[src/rtl/ber_phase_scan.sv]
// Purpose : sequences dsp reset/enables/phase through a full BER phase scan and locks onto the min-error phase.
// Latency : RESET_CYCLES + 2^NB_PHASE*(SETTLE_CYCLES + measure + 2) + 1 cycles from accepted start to o_done.
// Backpr. : none; start is ignored while busy, abort returns to IDLE next cycle. Optional: PHASE_SCAN_TIMEOUT_EN.
module ber_phase_scan #(
    parameter int NB_COUNT      = 64,
    parameter int NB_PHASE      = 2,
    parameter int RESET_CYCLES  = 16,
    parameter int SETTLE_CYCLES = 1024,
    parameter int NB_TIMER      = 32
`ifdef PHASE_SCAN_TIMEOUT_EN
    ,
    parameter int TIMEOUT_CYCLES = 1 << 24
`endif
) (
    input  logic                clk,
    input  logic                rst,
    input  logic                i_start,
    input  logic                i_abort,
    input  logic [NB_COUNT-1:0] i_window,
    input  logic [NB_COUNT-1:0] i_bit_count,
    input  logic [NB_COUNT-1:0] i_error_count,
    output logic                o_dsp_rst,
    output logic [2:0]          o_enable,
    output logic [NB_PHASE-1:0] o_phase,
    output logic                o_busy,
    output logic                o_done,
    output logic [NB_PHASE-1:0] o_best_phase,
    output logic [NB_COUNT-1:0] o_min_errors,
    output logic                o_timeout
);

    typedef enum logic [2:0] {
        S_IDLE,
        S_RST_DSP,
        S_SETTLE,
        S_MEASURE,
        S_CAPTURE,
        S_NEXT,
        S_LOCK
    } state_t;

    localparam logic [NB_COUNT-1:0] ALL_ONES    = '1;
    localparam logic [NB_PHASE-1:0] LAST_PHASE  = '1;
    localparam logic [NB_TIMER-1:0] RST_LAST    = NB_TIMER'(RESET_CYCLES - 1);
    localparam logic [NB_TIMER-1:0] SETTLE_LAST = NB_TIMER'(SETTLE_CYCLES - 1);

    state_t              state;
    logic [NB_TIMER-1:0] timer;
    logic [NB_COUNT-1:0] window_q;
    logic [NB_COUNT-1:0] base_bits;
    logic [NB_COUNT-1:0] base_err;
    logic [NB_COUNT-1:0] cap_err;

    // Deltas are taken modulo 2^NB_COUNT so free-running counter wrap is harmless.
    logic [NB_COUNT-1:0] d_bits;
    logic [NB_COUNT-1:0] d_err;
    logic                meas_hit;
    logic                meas_tmo;

    assign d_bits   = i_bit_count - base_bits;
    assign d_err    = i_error_count - base_err;
    assign meas_hit = (d_bits >= window_q);

`ifdef PHASE_SCAN_TIMEOUT_EN
    localparam logic [NB_TIMER-1:0] TMO_LAST = NB_TIMER'(TIMEOUT_CYCLES - 1);
    // MEASURE gives up once the bit window has not filled within TIMEOUT_CYCLES cycles.
    assign meas_tmo = (timer == TMO_LAST);
`else
    // Without the timeout, MEASURE waits for the bit window indefinitely.
    assign meas_tmo = 1'b0;
`endif

    // Scan sequencer: state, cycle timer, baselines and all registered outputs.
    always_ff @(posedge clk or negedge rst) begin
        if (!rst) begin
            state        <= S_IDLE;
            timer        <= '0;
            window_q     <= NB_COUNT'(1);
            base_bits    <= '0;
            base_err     <= '0;
            cap_err      <= '0;
            o_dsp_rst    <= 1'b1;
            o_enable     <= 3'b000;
            o_phase      <= '0;
            o_busy       <= 1'b0;
            o_done       <= 1'b0;
            o_best_phase <= '0;
            o_min_errors <= ALL_ONES;
            o_timeout    <= 1'b0;
        end else if (state != S_IDLE && i_abort) begin
            // Abort leaves result registers as they stand; dsp is parked in reset.
            state     <= S_IDLE;
            o_enable  <= 3'b000;
            o_dsp_rst <= 1'b1;
            o_busy    <= 1'b0;
            o_done    <= 1'b0;
        end else begin
            case (state)
                S_IDLE: begin
                    // Start beats a simultaneous abort; a zero window would never measure anything.
                    if (i_start) begin
                        window_q     <= (i_window == '0) ? NB_COUNT'(1) : i_window;
                        o_done       <= 1'b0;
                        o_timeout    <= 1'b0;
                        o_min_errors <= ALL_ONES;
                        o_best_phase <= '0;
                        o_phase      <= '0;
                        o_busy       <= 1'b1;
                        o_dsp_rst    <= 1'b1;
                        o_enable     <= 3'b000;
                        timer        <= '0;
                        state        <= S_RST_DSP;
                    end
                end
                S_RST_DSP: begin
                    if (timer == RST_LAST) begin
                        timer     <= '0;
                        o_dsp_rst <= 1'b0;
                        o_enable  <= 3'b011;
                        state     <= S_SETTLE;
                    end else begin
                        timer <= timer + 1'b1;
                    end
                end
                S_SETTLE: begin
                    // Baselines are grabbed on the last settle cycle, as BER counting starts.
                    if (timer == SETTLE_LAST) begin
                        timer       <= '0;
                        base_bits   <= i_bit_count;
                        base_err    <= i_error_count;
                        o_enable[2] <= 1'b1;
                        state       <= S_MEASURE;
                    end else begin
                        timer <= timer + 1'b1;
                    end
                end
                S_MEASURE: begin
                    if (meas_hit) begin
                        cap_err <= d_err;
                        state   <= S_CAPTURE;
                    end else if (meas_tmo) begin
                        cap_err   <= ALL_ONES;
                        o_timeout <= 1'b1;
                        state     <= S_CAPTURE;
                    end else begin
                        timer <= timer + 1'b1;
                    end
                end
                S_CAPTURE: begin
                    // Strict compare: on a tie the earlier (lower) phase is kept.
                    if (cap_err < o_min_errors) begin
                        o_min_errors <= cap_err;
                        o_best_phase <= o_phase;
                    end
                    o_enable[2] <= 1'b0;
                    state       <= S_NEXT;
                end
                S_NEXT: begin
                    if (o_phase == LAST_PHASE) begin
                        state <= S_LOCK;
                    end else begin
                        o_phase <= o_phase + 1'b1;
                        timer   <= '0;
                        state   <= S_SETTLE;
                    end
                end
                S_LOCK: begin
                    // Phase and enables stay applied in IDLE so traffic keeps running.
                    o_phase  <= o_best_phase;
                    o_enable <= 3'b111;
                    o_busy   <= 1'b0;
                    o_done   <= 1'b1;
                    state    <= S_IDLE;
                end
                default: begin
                    state <= S_IDLE;
                end
            endcase
        end
    end

endmodule

[config.mk]
export PLATFORM = sky130hd
export DESIGN_NAME = ber_phase_scan
export DESIGN_NICKNAME = d
export VERILOG_FILES = /design/src/rtl/ber_phase_scan.sv
export SDC_FILE = /design/constraint.sdc
export NUM_CORES = 1
export LEC_CHECK = 0
export ABC_AREA = 1
export CORE_MARGIN = 2
export CORE_UTILIZATION = 54
export DETAILED_ROUTE_END_ITERATION = 16
export PLACE_DENSITY_LB_ADDON = 0.3
export SYNTH_ARGS = -nofsm -noshare
export SYNTH_HDL_FRONTEND = slang
export SYNTH_SLANG_ARGS = --single-unit
[constraint.sdc]
create_clock -name clk -period 3.6 [get_ports clk]
set_input_delay 0.72 -clock clk [delete_from_list [all_inputs] [get_ports clk]]
set_output_delay 0.72 -clock clk [all_outputs]
set_load 0.02 [all_outputs]
# Yosys cells after proc, flatten, opt, wreduce, memory -nomap -nowiden
# Index checks and enable logic that the tools add are counted.
# totals
ff_bits	365
input_bits	196
output_inout_bits	75
word_cells	97
# op_classes
add_sub_neg	4
n_lt_le_gt_ge	2
eq_ne	17
mux	37
bitwise	1
reduce_logical	22
# op_table
cell	n
64-bit two-way mux	3
32-bit two-way mux	5
32-bit case mux with 5 select lines	1
64-bit case mux with 2 select lines	1
64-bit subtractor	2
64-bit greater-or-equal comparator	1
64-bit zero test	1
64-bit less-than comparator	1
32-bit by 1-bit adder with 32-bit output, second input constant	1
32-bit by 10-bit equality test with 1-bit output, second input constant	1
32-bit by 4-bit equality test with 1-bit output, second input constant	1
3-bit two-way mux	9
3-bit case mux with 6 select lines	1
4-bit AND reduction	4
3-bit AND reduction	5
3-bit inequality test, second input constant	4
2-bit case mux with 3 select lines	2
3-bit nonzero test	4
3-bit equality test, second input constant	3
2-bit inequality test, second input constant	4
1-bit two-way mux	7
3-bit by 2-bit equality test with 1-bit output, second input constant	2
2-bit two-way mux	3
1-bit case mux with 2 select lines	3
other kinds (14)	14

# Logic depth before layout (Yosys ltp)
# depth
word_depth	5
ltp_mapped	30
depth_no_buf	29

# Worst setup path before layout
# OpenSTA, ideal clock, no wires.
# synth_path
path_type	input to register
from	input port i_bit_count[0]
to	register cap_err[53]
setup_time_ns	0.116
t_arrival_ns	3.917
t_required_ns	3.484
setup_slack_ns	-0.433
stages	26
n_path_buf	2
cell_sequence	inv_1 > ha_1 > inv_1 > fa_1 > nand3_1 > nand2_1 > a21oi_1 > o21ai_1 > a21boi_0 > o21ai_1 > nand2_1 > nand2_1 > nand2_1 > nand2_1 > ha_1 > inv_1 > nor3_1 > nand4_1 > nor3b_2 > nand2_2 > nand2_2 > nand2_4 > buf_6 > buf_6 > nand2_1 > nand2_1
# synth_via
elab_chain_len	3
# synth_rtl
item	line	source
start, declared	20	input logic [NB_COUNT-1:0] i_bit_count,
64-bit subtractor	60	assign d_bits = i_bit_count - base_bits;
64-bit greater-or-equal comparator	62	assign meas_hit = (d_bits >= window_q);
3-bit AND reduction (no line)	n/a	
end signal, assigned	139	cap_err <= d_err;
end, declared	52	logic [NB_COUNT-1:0] cap_err;
# Every way passes these cells.
# A chain may end at the register's enable or synchronous reset.

# Worst setup path in the final report
# layout_path
from	input port i_bit_count[6]
to	register timer[20]
# layout_via
elab_chain_len	4
# layout_rtl
item	line	source
64-bit subtractor	60	
64-bit greater-or-equal comparator	62	
2-bit inequality test (no line)	n/a	
5-bit AND reduction (no line)	n/a	
end signal, assigned	122	timer <= timer + 1'b1;
end signal, assigned	134	timer <= timer + 1'b1;
end signal, assigned	146	timer <= timer + 1'b1;
end, declared	48	logic [NB_TIMER-1:0] timer;
# Every way passes these cells.

==> results by group <==
Placed design
  – Post-DP HPWL: between 70 and 80 mm
  – I/O Buffers: 269
  – Final GP Congestion: 1.04
  – Placed Area: 0.0348 mm2
  – Pre-CTS setup slack: -1.52 ns

CTS
  – CTS tree: done
  – CTS Hold Bufs: 0
  – Num CTS Buffers: 42
  – Clock sink count: 364
  – Worst-Skew Late Latency: 0.60 ns
  – CTS Root Cell: clkbuf_16
  – Clock Path Buffers: 3
  – Clock-pin transition on the worst setup and hold timing paths: about 0.06 ns
  – H-tree levels: 2

Global routing
  – Initial antenna violation count: 4
  – GRT overflow: 0
  – Largest net degree at the start of global routing: 79
  – First-pass GRT wire length: 156 mm
  – Vias in the first global route: around 29k
  – Gr usage total: about a third

Synth
  – Post-synth EDFFs: 0
  – Post-synth cell types: 57
  – Yosys synthesis warning count: 0
  – Synth Register Bits: 364
  – Synth Cell Area: 0.0290 mm2
  – Seq/Total Area, Yosys: 31.7%
  – Syn_nets: 4458
  – Async set or reset register ratio after synthesis: 100%
  – Post-Syn Area per Cell: about 7.2 um2
  – Main flop type after synthesis: dfrtp_1
  – Mapped Cells: 4005

Critical path
  – Arrival @ worst endpoint: 4.70 ns
  – Worst Setup EP: timer[20]
  – R2R setup slack: -0.59 ns
  – Crit-path leading delay family: simple AND/OR/NAND/NOR gates
  – Worst R2R End: timer[20]
  – Critical Path Stages: 24
  – Most used cell, CP: nand2_2
  – Cells on worst reg2reg path: 23
  – Setup crit start kind: input port
  – Worst reg2reg startpoint: base_bits[0]
  – WP data required: 4.07 ns
  – CP bufs+invs: 6
  – Critical path's slowest cell: xor2_1
  – Critical Path Fanout Max: 8
  – Crit path largest cell delay: 0.47 ns
  – Worst path cell trace: dlygate4sd2_1, ha_4, buf_4, nand2_1, nor2_1, buf_4, inv_1, o21bai_4, buf_4, a21o_1, xor2_1, ha_1, nand2_1, o21ai_0, a21oi_1, o21a_1, nand2_2, nand2_2, nand2_4, nand2_8, buf_6, nand2_8, nand2_2, nand2_2
  – WS Path Type: input port to register
  – CP Capture Type: register
  – Critical path startpoint: i_bit_count[6]

Timing
  – Final setup fails: 99
  – Achievable Freq: between 200 and 250 MHz
  – Min cycle time layout: 4.23 ns
  – Tcrit/Tclk final: 117%
  – Final-report hold violation count: 0
  – Unrepaired setup endpoints after global routing: true
  – Actual slew at the worst max-slew pin: 0.767 ns
  – Clock Skew: 0.0261 ns
  – Slew Viols, Final: 0
  – Setup ws final: -0.626 ns
  – Relative max-transition margin: around half

Power
  – Clock share of power: 22.3%
  – Reg power frac: 31.4%
  – Power Dens Cells: about 530 mW/mm2
  – Leak pwr: 19.0 nW
  – Sw power: 8.85 mW
  – Post-layout power: 21.2 mW
  – IR drop worst, VDD: 0.538 mV
  – Internal: 12.3 mW
  – Sw frac: 41.8%
  – Logic gate share of total power: 46.3%

Drt
  – Met1 Routed Length: 42.1 mm
  – Via Count: 30.3k
  – DRT iter0 DRCs: 2825
  – Drt pass-1 iters: 8
  – Vias per inst: ~5.6
  – Post-DRT Antenna Nets: 0
  – Top sig layer: met4
  – Metal2 WL: about 46 mm
  – Per-cell routed wire length: roughly 19 um
  – Post-Route WL: 103 mm
  – Post-route DRC: 0
  – Met3 WL: 9.15 mm

Floorplanning
  – Die Wd: 236 um
  – # rows: between 80 and 90
  – Core area: 0.0528 mm2
  – Die height: 236 um
  – I/O pins: 271
  – Initial Util: 54.9%
  – Die ar.: 0.0555 mm2

Cells and area
  – Layout area overhead: 36.8%
  – Multi-input gate area: roughly 0.02 mm2
  – Fillers: 3857
  – Most frequent cells in the layout: nand2_1 (839), inv_1 (583), buf_4 (371), dfrtp_1 (298), nor2_1 (290)
  – Share of post-route cells with drive strength above 1: 27.0%
  – Post-route design area: 0.0396 mm2
  – Commonest non-fill, non-tap cell in the layout: nand2_1
  – Nets: 5094
  – Reg area: roughly 0.009 mm2

Job
  – Max Cap Viol: 0

Status
  – Failing checks: setup timing
  – Status: complete, but fails checks

Hold path
  – Worst min path class: input port to asynchronous set/reset pin
[layout make-up]
cell class | instances | area share [%]
Antenna cell | 4 | 0.0253
Tap cell | 688 | 2.17
Sequential cell | 364 | 23.2
Clock inverter | 20 | 0.720
Timing Repair Buffer | 676 | 15.3
Multi-Input combinational cell | 2896 | 49.2
Clock buffer | 57 | 3.05
Inverter | 661 | 6.31
[cells by family (layout without fill, tap and decap cells)]
family / count (synthesis) / after routing / share of synthesized area, %
fa+ha+maj: 257 / 257 / 11.2
compound gates: 648 / 648 / 12.2
flops: 364 / 364 / 31.7
other cells: 1 / 5 / 0.0130
simple gates: 1751 / 1754 / 25.4
xor+xnor: 111 / 111 / 3.36
mux: 125 / 125 / 5.95
buf+inv: 748 / 1414 / 10.2
[metrics by stage]
step / utilization, % / TNS, ns / instances / hold WS (ns)
after floorplan: - / -22.87 / 4005 / 0.424
after global placement: 66.0 / -136.74 / 5213 / 0.459
after detailed placement: 66.0 / -140.37 / 5213 / 0.463
after CTS: 72.7 / -16.48 / 5327 / 0.130
after global routing: 75.1 / -67.01 / 5365 / 0.134
final: 75.1 / -50.32 / 5366 / 0.0937
[power groups by stage]
| stage | clock network (mW) | logic, mW | registers (mW) |
|---|---|---|---|
| final | 4.71 | 9.79 | 6.65 |
| after floorplan | 0 | 5.12 | 6.74 |
| after detailed placement | 0 | 8.62 | 6.61 |
| after global placement | 0 | 8.38 | 6.60 |
| after CTS | 4.76 | 9.13 | 6.56 |
| after global routing | 4.93 | 10.8 | 6.76 |
[registers in the layout, summed over array words and instances, names as in the netlist, 3 cells and up]
name,flops
base_bits,64
cap_err,64
o_min_errors,64
state,3
base_err,64
window_q,64
timer,32
[worst min-delay path by stage]
stage / slack, ns / cells past startpoint / endpoint / start
floorplan: 0.42 / 0 / base_bits[0] / rst
global placement: 0.46 / 2 / o_min_errors[44] / o_min_errors[44]
detailed placement: 0.46 / 2 / o_min_errors[8] / o_min_errors[8]
CTS: 0.13 / 1 / base_bits[4] / rst
global route: 0.13 / 1 / window_q[12] / rst
finish: 0.09 / 1 / window_q[11] / rst
[routing by layer]
metal	vias up	GRT usage (%)
li1	14200	-
met1	14100	46.5
met2	1492	55.5
met3	388	6.29
met4	0	16.4
met5	-	0
[synthesized netlist by cell type, types with 12 or more instances]
| cell type | count | area [um2] |
|---|---|---|
| o21ai_1 | 39 | 195 |
| nor2_1 | 358 | 1340 |
| or2_2 | 65 | 407 |
| ha_1 | 255 | 3190 |
| clkbuf_1 | 36 | 135 |
| xor2_1 | 68 | 596 |
| dfstp_2 | 66 | 1730 |
| a21o_1 | 16 | 120 |
| nand2_1 | 958 | 3600 |
| buf_6 | 12 | 135 |
| xnor2_1 | 43 | 377 |
| nor3_1 | 42 | 210 |
| mux2_4 | 84 | 1260 |
| nor4_1 | 23 | 144 |
| o21bai_1 | 20 | 150 |
| inv_1 | 651 | 2440 |
| nand3_1 | 233 | 1170 |
| nand4_1 | 42 | 263 |
| a21oi_1 | 253 | 1270 |
| o211ai_1 | 13 | 97.6 |
| dfrtp_1 | 298 | 7460 |
| buf_2 | 22 | 110 |
| o21a_1 | 13 | 97.6 |
| mux2_2 | 41 | 462 |
| a31oi_1 | 38 | 238 |
| o21ai_0 | 235 | 1180 |
[worst reg2reg max path, stage by stage, from the launching register on]
cell	delay, ns
dfrtp_1	0.39
ha_4	0.14
inv_2	0.04
fa_2	0.36
nand3_2	0.10
nand2_4	0.08
a21oi_4	0.23
o21bai_4	0.12
buf_4	0.18
a21o_1	0.19
xor2_1	0.46
ha_1	0.34
nand2_1	0.08
o21ai_0	0.09
a21oi_1	0.19
o21a_1	0.17
nand2_2	0.11
nand2_2	0.13
nand2_4	0.10
nand2_8	0.19
buf_6	0.15
nand2_8	0.09
nand2_2	0.12
nand2_2	0.04
[what timing repair did]
action                                 4_1_cts  5_1_grt
pin swaps                                  132       64
endpoints found under the hold margin        0        0
resized for setup                          478      238
cloned                                       4        9
setup buffers                               34       27
setup endpoints to repair                   99       99
No activity file was read; power rests on OpenSTA's default activity.
